<file path="config.mk">
export PLATFORM = sky130hd
export DESIGN_NAME = bsc_scan_seq
export DESIGN_NICKNAME = d
export VERILOG_FILES = /design/src/rtl/bsc_scan_seq.sv
export SDC_FILE = /design/constraint.sdc
export NUM_CORES = 1
export LEC_CHECK = 0
export CAP_MARGIN = 20
export CELL_PAD_IN_SITES_DETAIL_PLACEMENT = 1
export CELL_PAD_IN_SITES_GLOBAL_PLACEMENT = 1
export CORE_UTILIZATION = 43
export CTS_CLUSTER_DIAMETER = 200
export DETAILED_ROUTE_END_ITERATION = 8
export PLACE_DENSITY = 0.78
export SKIP_LAST_GASP = 1
export SLEW_MARGIN = 25
export SYNTH_ARGS = -nofsm -noshare
export SYNTH_HDL_FRONTEND = slang
export SYNTH_SLANG_ARGS = --single-unit
</file>
<file path="constraint.sdc">
create_clock -name tck -period 1.9 [get_ports tck]
set_input_delay 0.38 -clock tck [delete_from_list [all_inputs] [get_ports tck]]
set_output_delay 0.38 -clock tck [all_outputs]
set_load 0.01 [all_outputs]
</file>
<file path="src/rtl/bsc_scan_seq.sv">
// bsc_scan_seq: capture/shift/update sequencer for a virtual boundary-scan chain.
// Optional compare logic (exp/mask/mismatch) is built when BSC_SEQ_CHECK_EN is defined.
module bsc_scan_seq #(
    parameter int VBSC_NUM    = 4,
    parameter int VBSC_NBIT   = 3,
    parameter int POLL_PERIOD = 1024,
    localparam int CHAIN_LEN  = VBSC_NUM * VBSC_NBIT
) (
    input  logic                 tck,
    input  logic                 rst,
    input  logic                 req,
    input  logic [CHAIN_LEN-1:0] wdata,
    input  logic                 tdo,
`ifdef BSC_SEQ_CHECK_EN
    input  logic [CHAIN_LEN-1:0] exp,
    input  logic [CHAIN_LEN-1:0] mask,
    output logic                 mismatch,
`endif
    output logic                 req_ack,
    output logic                 busy,
    output logic                 done,
    output logic                 done_src,
    output logic [CHAIN_LEN-1:0] rdata,
    output logic                 vjtag_cdr,
    output logic                 vjtag_sdr,
    output logic                 vjtag_udr,
    output logic                 tdi
);

    localparam int SCW = (CHAIN_LEN > 1) ? $clog2(CHAIN_LEN) : 1;

    // Per-cell reset pattern: outj=0, oej=1, inj=0.
    localparam logic [VBSC_NBIT-1:0] CELL_RST = VBSC_NBIT'(2);
    localparam logic [CHAIN_LEN-1:0] SHD_RST  = {VBSC_NUM{CELL_RST}};

    typedef enum logic [2:0] {
        IDLE,
        CDR,
        SDR,
        GAP,
        UDR,
        DONE
    } state_t;

    state_t               state;
    logic [SCW-1:0]       sc;
    logic [CHAIN_LEN-1:0] sr;
    logic [CHAIN_LEN-1:0] shd;
    logic [CHAIN_LEN-1:0] rdata_nxt;
    logic                 poll_pend;
    logic                 poll_wrap;

    generate
        if (POLL_PERIOD > 0) begin : g_poll
            localparam int PCW = (POLL_PERIOD > 1) ? $clog2(POLL_PERIOD) : 1;

            logic [PCW-1:0] pc;

            assign poll_wrap = (pc == PCW'(POLL_PERIOD - 1));

            // Free-running poll interval counter.
            always_ff @(posedge tck) begin
                if (rst) begin
                    pc <= '0;
                end else if (poll_wrap) begin
                    pc <= '0;
                end else begin
                    pc <= pc + PCW'(1);
                end
            end
        end else begin : g_nopoll
            assign poll_wrap = 1'b0;
        end
    endgenerate

    // Scan sequencer with registered strobes; a poll wrap wins over its own consumption.
    always_ff @(posedge tck) begin
        if (rst) begin
            state     <= IDLE;
            sc        <= '0;
            sr        <= '0;
            shd       <= SHD_RST;
            rdata_nxt <= '0;
            rdata     <= '0;
            poll_pend <= 1'b0;
            req_ack   <= 1'b0;
            busy      <= 1'b0;
            done      <= 1'b0;
            done_src  <= 1'b0;
            vjtag_cdr <= 1'b0;
            vjtag_sdr <= 1'b0;
            vjtag_udr <= 1'b0;
            tdi       <= 1'b0;
`ifdef BSC_SEQ_CHECK_EN
            mismatch  <= 1'b0;
`endif
        end else begin
            req_ack <= 1'b0;
            done    <= 1'b0;
            unique case (state)
                IDLE: begin
                    if (req) begin
                        sr        <= wdata;
                        shd       <= wdata;
                        done_src  <= 1'b0;
                        req_ack   <= 1'b1;
                        busy      <= 1'b1;
                        vjtag_cdr <= 1'b1;
                        state     <= CDR;
                    end else if (poll_pend) begin
                        sr        <= shd;
                        done_src  <= 1'b1;
                        poll_pend <= 1'b0;
                        busy      <= 1'b1;
                        vjtag_cdr <= 1'b1;
                        state     <= CDR;
                    end
                end
                CDR: begin
                    vjtag_cdr <= 1'b0;
                    vjtag_sdr <= 1'b1;
                    sc        <= '0;
                    tdi       <= sr[0];
                    state     <= SDR;
                end
                SDR: begin
                    sr            <= sr >> 1;
                    rdata_nxt[sc] <= tdo;
                    if (sc == SCW'(CHAIN_LEN - 1)) begin
                        vjtag_sdr <= 1'b0;
                        tdi       <= 1'b0;
                        state     <= GAP;
                    end else begin
                        sc  <= sc + SCW'(1);
                        tdi <= sr[1];
                    end
                end
                GAP: begin
                    vjtag_udr <= 1'b1;
                    state     <= UDR;
                end
                UDR: begin
                    vjtag_udr <= 1'b0;
                    state     <= DONE;
                end
                DONE: begin
                    rdata    <= rdata_nxt;
                    done     <= 1'b1;
                    busy     <= 1'b0;
`ifdef BSC_SEQ_CHECK_EN
                    mismatch <= |((rdata_nxt ^ exp) & mask);
`endif
                    state    <= IDLE;
                end
                default: begin
                    state <= IDLE;
                end
            endcase
            if (poll_wrap) begin
                poll_pend <= 1'b1;
            end
        end
    end

endmodule

</file>
# Word-level counts from Yosys, hierarchy flattened
# Index checks and enable logic that the tools add are counted.
[totals]
reg_bits = 74
input_bits = 16
out_inout_bits = 20
word_cells = 79
[op_classes]
add_sub_neg = 2
magnitude_cmp = 2
eq_ne = 11
mux = 27
bitwise = 1
n_reduce_logical = 20
[ops]
columns = ["operator", "n"]
rows = [
  ["12-bit two-way mux", 2],
  ["12-bit case mux with 2 select lines", 1],
  ["2-bit AND reduction", 9],
  ["3-bit case mux with 5 select lines", 1],
  ["2-bit nonzero test", 7],
  ["12-bit bitwise mux", 1],
  ["1-bit two-way mux", 11],
  ["10-bit by 1-bit adder with 10-bit output, second input constant", 1],
  ["10-bit == test, second input constant", 1],
  ["1-bit case mux with 2 select lines", 5],
  ["3-bit two-way mux", 3],
  ["4-bit case mux with 2 select lines", 1],
  ["3-bit by 2-bit == test with 1-bit output, second input constant", 2],
  ["3-bit == test, second input constant", 2],
  ["4-bit by 5-bit < comparator with 1-bit output, second input constant", 1],
  ["4-bit by 1-bit adder with 4-bit output, second input constant", 1],
  ["1-bit demux with 4-bit select", 1],
  ["4-bit == test, second input constant", 1],
  ["4-bit by 1-bit greater-or-equal comparator with 1-bit output, second input constant", 1],
  ["4-bit two-way mux", 1],
  ["2-bit != test, second input constant", 2],
  ["2-bit OR reduction", 2],
  ["3-bit by 1-bit == test with 1-bit output, second input constant", 1],
  ["3-bit logical NOT", 1],
  ["4 further kinds", 4],
]

# Longest topological paths before layout
[depth]
depth_word = 5
depth_mapped = 6
ltp_nobuf = 4

# Worst setup path before layout
# No wires, ideal clock.
[synth_path]
path_type = "input-to-reg"
from = "input req"
to = "register sr[10]"
setup_ns = 0.138
t_arrival_ns = 1.316
required_ns = 1.762
slack_ns = 0.446
cell_stages = 5
path_buffers = 2
path_cell_list = "buf_2 > or2_0 > and2_1 > clkbuf_1 > o221ai_1"
[synth_via]
elab_chain_len = 2
word_cells_on_any_way = 4
classes_between = "eq/ne: 1; mux: 2; reduce/logical: 1"
[synth_rtl]
columns = ["element", "line", "text"]
rows = [
  ["from (decl)", "11", "input logic req,"],
  ["12-bit two-way mux / 3-bit != test (equally long branches)", "n/a", ""],
  ["12-bit case mux with 2 select lines / 2-bit AND reduction (equally long branches)", "n/a", ""],
  ["to (signal assigned)", "103", "sr <= wdata;"],
  ["to (signal assigned)", "127", "sr <= sr >> 1;"],
  ["to (decl)", "47", "logic [CHAIN_LEN-1:0] sr;"],
]
# Several ways; a longest one is shown, not always the timed one.
# A chain may end at the register's enable or synchronous reset.

# Worst setup path in the final report
[layout_path]
from = "register state[0]"
to = "register shd[9]"
[layout_via]
elab_chain_len = 2
[layout_rtl]
columns = ["element", "line", "text"]
rows = [
  ["from (decl)", "45", "state_t state;"],
  ["from (signal assigned)", "79", "state <= IDLE;"],
  ["from (signal assigned)", "109", "state <= CDR;"],
  ["from (signal assigned)", "116", "state <= CDR;"],
  ["3-bit logical NOT", "100", "unique case (state)"],
  ["2-bit AND reduction (no line)", "n/a", ""],
  ["to (signal assigned)", "104", "shd <= wdata;"],
  ["to (decl)", "48", "logic [CHAIN_LEN-1:0] shd;"],
]
# Every way passes these cells.

==> out/summary.txt <==
CP arrival: 2.06 ns
DRT Wirelength: 8.07 mm
PwrDens: 883 nW/um2
Drt initial violations: 73
Asr flop ratio synth: 0%
First-pass GRT wire length: 13.2 mm
Area leader, netlist: dfxtp_1
Critical Path Sink Type: flop
CTS tree: built
Vias in the first global route: 2759
Worst path cell trace: nor3_4 -> a21oi_1 -> a22o_1
Largest net degree at the start of global routing: 24
Die Y: 89.3 um
Syn Nets: 385
Commonest non-fill, non-tap cells in the layout: dfxtp_1 (74), nand2_1 (48), clkdlybuf4s50_1 (34), a21oi_1 (31), nand3_1 (28)
Clock period minus worst slack: 1.77 ns
Crit. Startpoint: state[0]
Share of cells above drive strength 1: 12.6%
Via density: 5.52
Synthesized instance count: 364
Worst setup SP type: flop
Worst Setup EP: shd[9]
Drt pass-1 iters: 4
Hold buffers post-CTS: 0
Mean Syn Cell Area: 9.01 um2
Die area: 7980 um2
Pint: 2680 uW
Post-synthesis sequential area ratio: 45.2%
Placed instance count: 488
Max Freq: 567 MHz
Final Max Slew Viols: 0
Final Net Count: 421
Total GRT Usage: 21.8%
Initial core utilization: 44.7%
Buffer depth of the longest clock path: 2
Outcome: finished clean
TritonCTS Sinks: 74
Top delay family on crit path: compound AO/OA/AOI/OAI gates
Sequential share of power: 47.2%
I/O pin count: 36
Static leakage: 0.00147 uW
Area Overhead vs Synth: 21.9%
Reg2reg start: state[0]
Row cnt: 31
Req. time, crit path: 2.19 ns
Worst reg2reg setup slack: 0.13 ns
Post-CTS setup buffer count: 0
Crit path buffers/inverters: 0
Synth Cell Area: 3280 um2
Detail Route Antenna Nets: 0
Crit share post-route: 92.9%
Max VDD drop: 0.466 mV
Depth of the CTS H-tree: 3
Flops & latches, synth: 74
Clk Latency, worst-skew pair: 0.35 ns
Cell count of the worst reg-to-reg path: 3
Total core area: 7330 um2
Crit-path max FO: 14
Synth top area share: 45.2%
Slew headroom: 50.6%
Final non-filler cell total: 504
Detail Placement HPWL: 5.51 mm
Number of buffers created by CTS: 9
Clock share of power: 41.6%
Sw frac: 24.1%
Via count: 2783
RePlAce Congestion: 0.784
Setup violators final: 0
Switch Pwr: 852 uW
Avg WL per Cell: 16.0 um
Antenna diodes: 0
Total power: 3530 uW
# resized after CTS: 0
Crit. path cell count: 3
Logic gate share of total power: 11.2%
Yosys cell types: 45
Final TNS setup: 0 ns
Most common cell after layout, fill and taps aside: dfxtp_1
Synth area leaders: dfxtp_1 (45%), nand2_1 (5.5%), a21oi_1 (4.7%), nand3_1 (4.3%), mux2_2 (3.8%)
Crit-path max cell delay: 0.66 ns
Number of port buffers: 35
Root Buffer Master: clkbuf_8
Worst r2r dst: shd[9]
Worst-path clk slew: 0.08 ns
EDFF count, synth: 0
Drt drc: 0
Slowest cell on the critical path: dfxtp_1
Setup Skew: 0.00776 ns
RSZ-0062 raised after global routing: no
# fillers: 844
Worst slew pin tran: 0.741 ns
Initial antenna violation count: 0
Hold Path Class: primary input to flop
Most used DFF post-synth: dfxtp_1
Die Wd: 89.3 um
Ys Warns: 0
Crit Path Category: flop to flop
Max-cap violation count: 0
Total gr overflow: 0
Final hold viol count: 0
## stage by stage
stage          area [um2]  worst slack [ns]  hold slack (ns)  utilization, %
2_1_floorplan        3280             0.446            0.428               -
3_3_place_gp         3770            0.0649            0.440            51.4
3_5_place_dp         3770           -0.0232            0.448            51.4
4_1_cts              4000             0.159            0.418            54.5
5_1_grt              4000            0.0253            0.443            54.5
6_report             4000             0.135            0.422            54.5
## Yosys cell counts, drive strengths merged, types with 3 or more instances
cell / count
a21oi: 31
nor3: 3
o21ai: 8
mux2: 11
a22o: 8
nand3b: 10
nand4: 3
nand2b: 17
nor2b: 11
a21o: 3
and4: 3
clkbuf: 19
nand3: 28
o221ai: 12
o22a: 5
nand2: 48
or3: 4
buf: 8
ha: 5
or3b: 3
inv: 8
nor2: 11
mux2i: 12
dfxtp: 74
## routing by layer
layer	vias up	GRT usage, %	share of wire (%)
met5	-	0	0
li1	1369	-	-
met1	1360	26.9	46
met2	40	37.8	50
met3	14	3.97	2.6
met4	0	8.37	1.8
## registers in the layout, indices dropped and copies added (netlist names), 3 cells and up
| signal | flops |
|---|---|
| state | 3 |
| g_poll.pc | 10 |
| shd | 12 |
| sr | 12 |
| sc | 4 |
| rdata_nxt | 12 |
| rdata | 12 |
## cells by family (layout without fill, tap and decap cells)
group | Yosys count | count (layout) | synth area share (%)
flops | 74 | 74 | 45.2
compound gates | 76 | 76 | 15.6
mux | 23 | 23 | 7.44
fa+ha+maj | 5 | 5 | 1.91
buf+inv | 35 | 76 | 4.65
simple gates | 148 | 148 | 24.4
xor+xnor | 3 | 3 | 0.801
## worst min-delay path by stage
stage,startpoint,end,slack (ns),cells after the start
floorplan,rdata_nxt[11],rdata[11],0.43,2
global placement,rdata_nxt[6],rdata[6],0.44,2
detailed placement,rdata_nxt[7],rdata[7],0.45,2
CTS,rst,rdata[6],0.42,2
global route,rst,rdata[6],0.44,2
finish,rst,rdata[6],0.42,2
## layout make-up
class                           instances  area, um2  area share, %
Tap cell                               99        124           3.10
Clock inverter                          6        105           2.63
Timing Repair Buffer                   52        485           12.1
Sequential cell                        74       1480           37.0
Inverter                                8       30.0          0.751
Clock buffer                           10        128           3.19
Multi-Input combinational cell        255       1650           41.1
## power groups by stage
stage | logic (uW) | clock network [uW] | registers, uW
after floorplan | 255 | 0 | 1680
after global placement | 383 | 0 | 1700
after detailed placement | 395 | 0 | 1700
after CTS | 400 | 1500 | 1670
after global routing | 434 | 1560 | 1670
final | 397 | 1470 | 1670
No activity file was read; power rests on OpenSTA's default activity.
